`config.mk`:
```
export PLATFORM = sky130hd
export DESIGN_NAME = register_file_flat
export DESIGN_NICKNAME = d
export VERILOG_FILES = /design/src/rtl/cpu_pkg.sv /design/src/rtl/register_file_if.sv /design/src/rtl/rf_read_port.sv /design/src/rtl/register_file.sv /design/src/flat_wrapper.sv
export SDC_FILE = /design/constraint.sdc
export NUM_CORES = 1
export LEC_CHECK = 0
export BUFFER_PORTS_ARGS = -buffer_cell sky130_fd_sc_hd__buf_4
export CAP_MARGIN = 20
export CORE_MARGIN = 5
export CORE_UTILIZATION = 45
export DETAILED_ROUTE_END_ITERATION = 16
export SLEW_MARGIN = 20
export SYNTH_ARGS = -nofsm -noshare
export SYNTH_HDL_FRONTEND = slang
export SYNTH_SLANG_ARGS = --single-unit
```
`constraint.sdc`:
```
create_clock -name clk -period 4 [get_ports clk]
set_input_delay 0 -clock clk [delete_from_list [all_inputs] [get_ports clk]]
set_output_delay 0 -clock clk [all_outputs]
set_load 0.01 [all_outputs]
```
`src/rtl/cpu_pkg.sv`:
```
// Shared CPU datapath constants and types for the register file and its users.
package cpu_pkg;

  localparam int RF_WIDTH = 8;
  localparam int RF_DEPTH = 8;
  localparam int RF_AW    = $clog2(RF_DEPTH);

  typedef logic [RF_AW-1:0]    reg_addr_t;
  typedef logic [RF_WIDTH-1:0] word_t;

  // True when addr names a real, writable register (exists and is not a hardwired R0).
  function automatic logic rf_addr_ok(input int addr, input int depth, input logic zero_reg);
    return (addr < depth) && !((zero_reg == 1'b1) && (addr == 32'sd0));
  endfunction

endpackage

```
`src/rtl/register_file_if.sv`:
```
// Bus bundle between decode/writeback (master) and the register file (slave).
interface register_file_if
  import cpu_pkg::*;
#(
  parameter int WIDTH = RF_WIDTH,
  parameter int DEPTH = RF_DEPTH
);
  localparam int AW = $clog2(DEPTH);

  logic             wr_en;
  logic [AW-1:0]    wr_addr;
  logic [WIDTH-1:0] wr_data;
  logic             rd_en_a;
  logic [AW-1:0]    rd_addr_a;
  logic [WIDTH-1:0] rd_data_a;
  logic             busy_a;
  logic             rd_en_b;
  logic [AW-1:0]    rd_addr_b;
  logic [WIDTH-1:0] rd_data_b;
  logic             busy_b;
  logic             busy_set;
  logic [AW-1:0]    busy_addr;

  modport master (
    output wr_en, wr_addr, wr_data,
    output rd_en_a, rd_addr_a, rd_en_b, rd_addr_b,
    output busy_set, busy_addr,
    input  rd_data_a, busy_a, rd_data_b, busy_b
  );

  modport slave (
    input  wr_en, wr_addr, wr_data,
    input  rd_en_a, rd_addr_a, rd_en_b, rd_addr_b,
    input  busy_set, busy_addr,
    output rd_data_a, busy_a, rd_data_b, busy_b
  );

endinterface

```
`src/rtl/rf_read_port.sv`:
```
// One registered read port: range check, hardwired-zero R0, write-first bypass
// and the busy flag taken from the scoreboard's next state.
module rf_read_port
  import cpu_pkg::*;
#(
  parameter  int WIDTH    = RF_WIDTH,
  parameter  int DEPTH    = RF_DEPTH,
  parameter  int ZERO_REG = 1,
  localparam int AW       = $clog2(DEPTH)
) (
  input  logic                        clk,
  input  logic                        rst,
  input  logic                        rd_en,
  input  logic [AW-1:0]               rd_addr,
  input  logic                        wr_valid,
  input  logic [AW-1:0]               wr_addr,
  input  logic [WIDTH-1:0]            wr_data,
  input  logic [DEPTH-1:0][WIDTH-1:0] regs,
  input  logic [DEPTH-1:0]            busy_next,
  output logic [WIDTH-1:0]            rd_data,
  output logic                        busy
);

  logic             rd_ok_s;
  logic             hit_s;
  logic [WIDTH-1:0] data_s;
  logic             busy_s;
  logic [WIDTH-1:0] rd_data_r;
  logic             busy_r;

  // Next output value; wr_valid already excludes R0, so R0 never bypasses.
  always_comb begin
    rd_ok_s = rf_addr_ok(32'(rd_addr), DEPTH, ZERO_REG != 32'sd0);
    hit_s   = wr_valid && (wr_addr == rd_addr);
    data_s  = rd_data_r;
    busy_s  = busy_r;
    if (!rd_en) begin
      data_s = rd_data_r;
      busy_s = busy_r;
    end else if (!rd_ok_s) begin
      data_s = {WIDTH{1'b0}};
      busy_s = 1'b0;
    end else if (hit_s) begin
      data_s = wr_data;
      busy_s = busy_next[rd_addr];
    end else begin
      data_s = regs[rd_addr];
      busy_s = busy_next[rd_addr];
    end
  end

  // Output register for data and busy flag.
  always_ff @(posedge clk) begin
    if (rst) begin
      rd_data_r <= {WIDTH{1'b0}};
      busy_r    <= 1'b0;
    end else begin
      rd_data_r <= data_s;
      busy_r    <= busy_s;
    end
  end

  assign rd_data = rd_data_r;
  assign busy    = busy_r;

endmodule

```
`src/rtl/register_file.sv`:
```
// Multi-entry register file: storage, write decode, busy scoreboard and two
// registered read ports with write-first bypass.
module register_file
  import cpu_pkg::*;
#(
  parameter int WIDTH    = RF_WIDTH,
  parameter int DEPTH    = RF_DEPTH,
  parameter int ZERO_REG = 1
) (
  input logic           clk,
  input logic           rst,
  register_file_if.slave bus
);

  localparam int AW = $clog2(DEPTH);

  logic [DEPTH-1:0][WIDTH-1:0] regs_r;
  logic [DEPTH-1:0]            busy_r;
  logic [DEPTH-1:0]            busy_next_s;
  logic                        wr_valid_s;
  logic                        set_valid_s;

  // Qualified write/set strobes and scoreboard next state (set beats clear).
  always_comb begin
    wr_valid_s  = bus.wr_en && rf_addr_ok(32'(bus.wr_addr), DEPTH, ZERO_REG != 32'sd0);
    set_valid_s = bus.busy_set && rf_addr_ok(32'(bus.busy_addr), DEPTH, ZERO_REG != 32'sd0);
    busy_next_s = busy_r;
    for (int i = 0; i < DEPTH; i++) begin
      busy_next_s[i] = (set_valid_s && (bus.busy_addr == AW'(i))) ||
                       (busy_r[i] && !(wr_valid_s && (bus.wr_addr == AW'(i))));
    end
  end

  // Storage array and busy vector.
  always_ff @(posedge clk) begin
    if (rst) begin
      regs_r <= '0;
      busy_r <= '0;
    end else begin
      busy_r <= busy_next_s;
      if (wr_valid_s) begin
        regs_r[bus.wr_addr] <= bus.wr_data;
      end else begin
        regs_r <= regs_r;
      end
    end
  end

  rf_read_port #(.WIDTH(WIDTH), .DEPTH(DEPTH), .ZERO_REG(ZERO_REG)) u_port_a (
    .clk       (clk),
    .rst       (rst),
    .rd_en     (bus.rd_en_a),
    .rd_addr   (bus.rd_addr_a),
    .wr_valid  (wr_valid_s),
    .wr_addr   (bus.wr_addr),
    .wr_data   (bus.wr_data),
    .regs      (regs_r),
    .busy_next (busy_next_s),
    .rd_data   (bus.rd_data_a),
    .busy      (bus.busy_a)
  );

  rf_read_port #(.WIDTH(WIDTH), .DEPTH(DEPTH), .ZERO_REG(ZERO_REG)) u_port_b (
    .clk       (clk),
    .rst       (rst),
    .rd_en     (bus.rd_en_b),
    .rd_addr   (bus.rd_addr_b),
    .wr_valid  (wr_valid_s),
    .wr_addr   (bus.wr_addr),
    .wr_data   (bus.wr_data),
    .regs      (regs_r),
    .busy_next (busy_next_s),
    .rd_data   (bus.rd_data_b),
    .busy      (bus.busy_b)
  );

endmodule
```
`src/flat_wrapper.sv`:
```
// flat-port wrapper written by rule: the top's interface ports become plain ports
module register_file_flat import cpu_pkg::*;
#(
  parameter int WIDTH    = RF_WIDTH,
  parameter int DEPTH    = RF_DEPTH,
  parameter int ZERO_REG = 1
)
  (clk, rst, bus_wr_en, bus_wr_addr, bus_wr_data, bus_rd_en_a, bus_rd_addr_a, bus_rd_en_b, bus_rd_addr_b, bus_busy_set, bus_busy_addr, bus_rd_data_a, bus_busy_a, bus_rd_data_b, bus_busy_b);
  register_file_if #(.WIDTH(WIDTH), .DEPTH(DEPTH)) bus_i ();
  input logic clk;
  input logic rst;
  input wire logic [$bits(bus_i.wr_en)-1:0] bus_wr_en;
  input wire logic [$bits(bus_i.wr_addr)-1:0] bus_wr_addr;
  input wire logic [$bits(bus_i.wr_data)-1:0] bus_wr_data;
  input wire logic [$bits(bus_i.rd_en_a)-1:0] bus_rd_en_a;
  input wire logic [$bits(bus_i.rd_addr_a)-1:0] bus_rd_addr_a;
  input wire logic [$bits(bus_i.rd_en_b)-1:0] bus_rd_en_b;
  input wire logic [$bits(bus_i.rd_addr_b)-1:0] bus_rd_addr_b;
  input wire logic [$bits(bus_i.busy_set)-1:0] bus_busy_set;
  input wire logic [$bits(bus_i.busy_addr)-1:0] bus_busy_addr;
  output wire logic [$bits(bus_i.rd_data_a)-1:0] bus_rd_data_a;
  output wire logic [$bits(bus_i.busy_a)-1:0] bus_busy_a;
  output wire logic [$bits(bus_i.rd_data_b)-1:0] bus_rd_data_b;
  output wire logic [$bits(bus_i.busy_b)-1:0] bus_busy_b;
  assign bus_i.wr_en = bus_wr_en;
  assign bus_i.wr_addr = bus_wr_addr;
  assign bus_i.wr_data = bus_wr_data;
  assign bus_i.rd_en_a = bus_rd_en_a;
  assign bus_i.rd_addr_a = bus_rd_addr_a;
  assign bus_i.rd_en_b = bus_rd_en_b;
  assign bus_i.rd_addr_b = bus_rd_addr_b;
  assign bus_i.busy_set = bus_busy_set;
  assign bus_i.busy_addr = bus_busy_addr;
  assign bus_rd_data_a = bus_i.rd_data_a;
  assign bus_busy_a = bus_i.busy_a;
  assign bus_rd_data_b = bus_i.rd_data_b;
  assign bus_busy_b = bus_i.busy_b;
  register_file #(.WIDTH(WIDTH), .DEPTH(DEPTH), .ZERO_REG(ZERO_REG)) u_core (.clk(clk), .rst(rst), .bus(bus_i));
endmodule
```
== After elaboration in Yosys (flattened, before gate mapping) ==
Index checks and enable logic that the tools add are counted.

* Flip-flop bits (word level): 90
* Output and inout bits: 18
* Logic and storage cells: 103
* Bits of input ports: 26

* Equality and inequality tests: 16
* Muxes and demuxes: 17
* Magnitude comparators: 4
* Reduce and logical (&&, ||, !) cells: 53

{| class="wikitable"
|+ Operators with widths
! cell !! count
|-
| 64-bit bitwise mux || 1
|-
| 8-bit 2-to-1 mux || 7
|-
| 8-bit binary-select mux with 3-bit select || 2
|-
| 1-bit logical AND || 29
|-
| 8-bit demux with 3-bit select || 1
|-
| 3-bit == test (second input constant) || 8
|-
| 3-bit zero test || 6
|-
| 3-bit by 2-bit == test with 1-bit output (second input constant) || 4
|-
| 3-bit by 4-bit < comparator with 1-bit output (second input constant) || 3
|-
| 1-bit zero test || 10
|-
| 1-bit logical OR || 8
|-
| 1-bit binary-select mux with 3-bit select || 2
|-
| 3-bit by 1-bit == test with 1-bit output (second input constant) || 2
|-
| 3-bit == test || 2
|-
| 1-bit 2-to-1 mux || 4
|-
| 3-bit by 1-bit greater-or-equal comparator with 1-bit output (second input constant) || 1
|}

== Longest topological paths before layout ==
* Word-level depth: 10
* Gate-level depth with buffers: 7
* Depth with buffers taken out: 5

== Modules after synthesis ==
From an unflattened synthesis, not the netlist that was laid out.

* Cell total of the unflattened synthesis: 445
* Area total of the unflattened synthesis: 4987.3 um^2

{| class="wikitable"
|+ Modules (own cells, without submodules)
! module !! cells an instance !! area each (um^2) !! times used
|-
| register_file || 269 || 2962.8 || 1
|-
| rf_read_port || 88 || 1012.2 || 2
|}

== Worst setup path after synthesis ==
OpenSTA, ideal clock, no wires.

* Kind: input -> register
* Start: input bus_rd_addr_a[0]
* End: register u_core.u_port_a.rd_data_r[1], in the netlist u_core.u_port_a.rd_data[1]
* Data arrival time: 1.421 ns
* Slack: 2.432 ns
* Stages on the path: 6
* Path through: clkbuf_1 -> buf_4 -> mux4_2 -> mux2_2 -> mux2i_1 -> o21ai_1

* Word-level cells in the longest chain between the ends: 4
* Elaborated cells between the ends (all ways): 7
* Those cells by class: 1 x eq/ne; 4 x mux; 2 x reduce/logical

{| class="wikitable"
|+ Ends and longest elaborated chain
! what !! RTL line !! source
|-
| from (decl) || flat_wrapper.sv:16 || <nowiki>input wire logic [$bits(bus_i.rd_addr_a)-1:0] bus_rd_addr_a;</nowiki>
|-
| 8-bit binary-select mux with 3-bit select / 3-bit == test (equally long branches) || rf_read_port.sv:47, rf_read_port.sv:34 ||
|-
| 8-bit 2-to-1 mux (not written as such) / 1-bit logical AND (equally long branches) || rf_read_port.sv:47, rf_read_port.sv:34 ||
|-
| 8-bit 2-to-1 mux || rf_read_port.sv:43 || <nowiki>end else if (hit_s) begin</nowiki>
|-
| 8-bit 2-to-1 mux * || rf_read_port.sv:40 || <nowiki>end else if (!rd_ok_s) begin</nowiki>
|-
| to (signal assigned) || rf_read_port.sv:55 || <nowiki>rd_data_r <= {WIDTH{1'b0}};</nowiki>
|-
| to (signal assigned) || rf_read_port.sv:58 || <nowiki>rd_data_r <= data_s;</nowiki>
|-
| to (decl) || rf_read_port.sv:28 || <nowiki>logic [WIDTH-1:0] rd_data_r;</nowiki>
|}

Every way passes the cells marked *; elsewhere a longest branch is shown, timed or not. The select of a mux whose other input is x is not followed.
A chain may end at the register's enable or synchronous reset.

== Worst setup path in the final report ==
* Start: input bus_rd_addr_b[2]
* End: register u_core.u_port_b.rd_data_r[4], in the netlist u_core.u_port_b.rd_data[4]

* Word-level cells in the longest chain between the ends: 4
* Elaborated cells between the ends (all ways): 7
* Those cells by class: 1 x eq/ne; 4 x mux; 2 x reduce/logical

{| class="wikitable"
|+ Ends and longest elaborated chain
! what !! RTL line !! source
|-
| from (decl) || flat_wrapper.sv:18 || <nowiki>input wire logic [$bits(bus_i.rd_addr_b)-1:0] bus_rd_addr_b;</nowiki>
|-
| 8-bit binary-select mux with 3-bit select / 3-bit == test (equally long branches) || rf_read_port.sv:47, rf_read_port.sv:34 ||
|-
| 8-bit 2-to-1 mux (not written as such) / 1-bit logical AND (equally long branches) || rf_read_port.sv:47, rf_read_port.sv:34 ||
|-
| 8-bit 2-to-1 mux || rf_read_port.sv:43 ||
|-
| 8-bit 2-to-1 mux * || rf_read_port.sv:40 ||
|-
| to (signal assigned) || rf_read_port.sv:55 ||
|-
| to (signal assigned) || rf_read_port.sv:58 ||
|-
| to (decl) || rf_read_port.sv:28 ||
|}

Marks and branches as above.

==> results.cfg <==
[yosys]
synth-async-reset-ratio_pct = 0
avgSynthCellArea_um2 = 9.25
netlist_top_cells_area = dfxtp_1, mux4_2, nand2_1
synth-edff-count = 0
yosysTopAreaCellShare_pct = 39.8
ys.flop_type = dfxtp_1
synth-seq-cells = 89
synth_area_leader_cell = dfxtp_1
seq_area_frac_synth_pct = 39.8
syn_inst = 484
ys_warn_count = 0
syn_nets = 510
synth_cell_types = 37
synth_area_um2 = 4480

[place]
place_hpwl_um = 7920
gp_congestion = 0.816
place.port_buffers = 43

[job]
drv_cap = 0

[cells_and_area]
syn_to_final_growth_pct = 13.6
drive_above_1_share_pct = 21.2
nets = 539
fillers = 924
n_antenna_cell = 0

[drt]
drc_errors = 0
drt_first_pass_iters = 5
drt-initial-drc-count = 277
routedWlPerCell_um = 19.0
viasPerCell = 5.68
wirelength_um = 12300
ant_nets = 0
via_count = 3696

[clock_tree]
cts_buffers = 9
clk_transition_reported_paths_ps = 90
h-tree-depth = 3
post_cts_resized = 0
cts_tree = yes
clockRootBuffer = clkbuf_8
cts.sink_count = 89
clk_path_buf_depth = 2
insertion_delay_ps = 360

[timing]
rsz0062_at_grt = false
worst_pin_slew_ps = 938
maxSlewHeadroom_pct = 36.5
hold_viol = 0
finalCritPeriodShare_pct = 38.4
maxSlewViolCount = 0
max_freq_ghz = 0.652
min_period_ps = 1530
finalSetupViolations = 0
setup_tns_ps = 0
finClkSkew_ps = 8.25

[power]
leakage_nw = 1.76
swShare_pct = 26.7
p_total_mw = 1.74
max-vdd-ir-drop_uv = 142
p_seq_share_pct = 52.5
power.share.combinational_pct = 12.0
power_density_nw_per_um2 = 342
p_int_mw = 1.28
p_clk_share_pct = 35.4
power_switching_mw = 0.465

[worst_setup_path]
endpoint = u_core.u_port_b.rd_data[4]$_SDFFE_PP0P_
regToRegEndpoint = u_core.u_port_b.rd_data[0]$_SDFFE_PP0P_
reg2reg_depth = 4
worstPathMaxFanout = 16
criticalPathCategory = in -> reg
worstSetupStartpoint = bus_rd_addr_b[2]
arrival_ps = 1760
start_kind = input pin
cp.required_ps = 4230
r2r_slack_ps = 2490
rr_startpoint = u_core.regs_r[56]$_SDFFE_PP0P_
cp-end-kind = flop

[hold_path]
min_path_cells = 3
worstHoldStart = bus_busy_set
hold_path.class = in -> reg

[die]
die_height_um = 110
fp.dieW_um = 110
die-area_um2 = 12000
row_count = 36
start_util_pct = 46.0
fp.coreArea_um2 = 9730
io_pins = 44

[global_routing]
grt_pass1_wl_um = 19300
grt_usage_pct = 21.7
grt_max_degree = 77
grt_pass1_vias = 3517
antenna_found_initial = 0
grt-ovfl-total = 0

[status]
status = complete, no violations
[layout by cell type, fill, tap and decap left out, types with 2 or more instances in the layout]
| cell type | n |
|---|---|
| xnor2_1 | 4 |
| nand2b_1 | 3 |
| buf_4 | 44 |
| inv_1 | 4 |
| mux4_2 | 32 |
| a211oi_1 | 2 |
| o41ai_1 | 2 |
| nand4b_1 | 3 |
| dlygate4sd3_1 | 10 |
| a221oi_1 | 2 |
| o311ai_1 | 2 |
| o22ai_1 | 2 |
| mux2_2 | 16 |
| a21oi_4 | 2 |
| a32oi_1 | 2 |
| a21oi_1 | 61 |
| and4b_1 | 2 |
| or2b_1 | 2 |
| nand4bb_1 | 3 |
| dfxtp_1 | 89 |
| nor3b_1 | 2 |
| nor4bb_1 | 2 |
| clkinv_2 | 4 |
| mux2i_1 | 18 |
| nand2_1 | 137 |
| nor2b_1 | 9 |
| a211o_1 | 2 |
| clkbuf_8 | 9 |
| nor2_1 | 19 |
| nand3_1 | 4 |
| or3b_1 | 2 |
| o21ai_1 | 16 |
[registers in the layout, summed over array words and instances, names as in the netlist]
register                 cells
u_core.busy_r                7
u_core.u_port_b.busy         1
u_core.u_port_a.busy         1
u_core.u_port_b.rd_data      8
u_core.u_port_a.rd_data      8
u_core.regs_r               64
[cell type report]
| class | instances | area, um2 | area share, % |
|---|---|---|---|
| Inverter | 4 | 15.0 | 0.295 |
| Tap cell | 133 | 166 | 3.27 |
| Timing Repair Buffer | 55 | 435 | 8.57 |
| Sequential cell | 89 | 1780 | 35.1 |
| Multi-Input combinational cell | 354 | 2500 | 49.1 |
| Clock inverter | 6 | 58.8 | 1.16 |
| Clock buffer | 10 | 128 | 2.51 |
[synth_stat cells, types with 3 or more instances]
master / n
inv_1: 4
nand2_1: 137
nand4bb_1: 3
clkbuf_2: 8
mux4_2: 32
mux2_2: 16
buf_1: 3
buf_2: 8
mux2i_1: 18
nand2b_1: 3
a21oi_1: 61
dfxtp_1: 89
clkbuf_1: 14
nor2_1: 19
nand3_1: 4
xnor2_1: 4
nand4b_1: 3
o21ai_1: 16
nor2b_1: 9
[kinds of logic after synthesis]
kind of cell           Yosys count  synth area share [%]
flip-flops                      89                  39.8
AO/OA/AOI/OAI                   93                  11.9
XOR/XNOR                         4                 0.783
AND/OR/NAND/NOR                191                  19.0
multiplexers                    66                  24.2
buffers and inverters           41                  4.39
[worst max-delay path: stages]
cell and delay, ps:
buf_4 200, or3b_1 360, a211o_1 330, a21oi_4 430, mux2i_1 340, o21ai_1 90
[per-stage QoR]
step	area, um2	utilization (%)	instances	worst slack (ps)	hold slack (ps)
floorplan	4480	-	484	2430	166
global placement	4790	49.2	624	2100	308
detailed placement	4790	49.2	624	2080	316
CTS	5080	52.2	650	2470	1.15
global route	5080	52.2	651	2350	42.5
finish	5080	52.2	651	2470	23.0
[per-layer routing]
metal | track usage, % | wire length (um) | vias to the layer above
met5 | 0 | 0 | -
met4 | 7.75 | 189 | 0
met3 | 3.23 | 767 | 17
met2 | 35.7 | 5850 | 122
met1 | 29.1 | 5540 | 1794
li1 | - | - | 1763
[how the worst min path moves through the flow]
stage / end / slack (ps)
2_1_floorplan: u_core.u_port_a.busy$_SDFFE_PP0P_ / 170
3_3_place_gp: u_core.regs_r[23]$_SDFFE_PP0P_ / 310
3_5_place_dp: u_core.regs_r[31]$_SDFFE_PP0P_ / 320
4_1_cts: u_core.busy_r[4]$_SDFF_PP0_ / 1
5_1_grt: u_core.busy_r[4]$_SDFF_PP0_ / 40
6_report: u_core.busy_r[4]$_SDFF_PP0_ / 20
[power by group through the flow]
stage	clock network [mW]	logic (mW)	registers [mW]
global route	0.654	0.227	0.917
detailed placement	0	0.200	0.935
floorplan	0	0.138	0.934
global placement	0	0.198	0.934
finish	0.616	0.209	0.914
CTS	0.621	0.208	0.914
[what timing repair did]
| item | in CTS | in global routing |
|---|---|---|
| hold buffers | 10 | 0 |
| buffers inserted | 0 | 0 |
| endpoints found under the hold margin | 59 | 0 |
(Power assumes the default switching activity.)
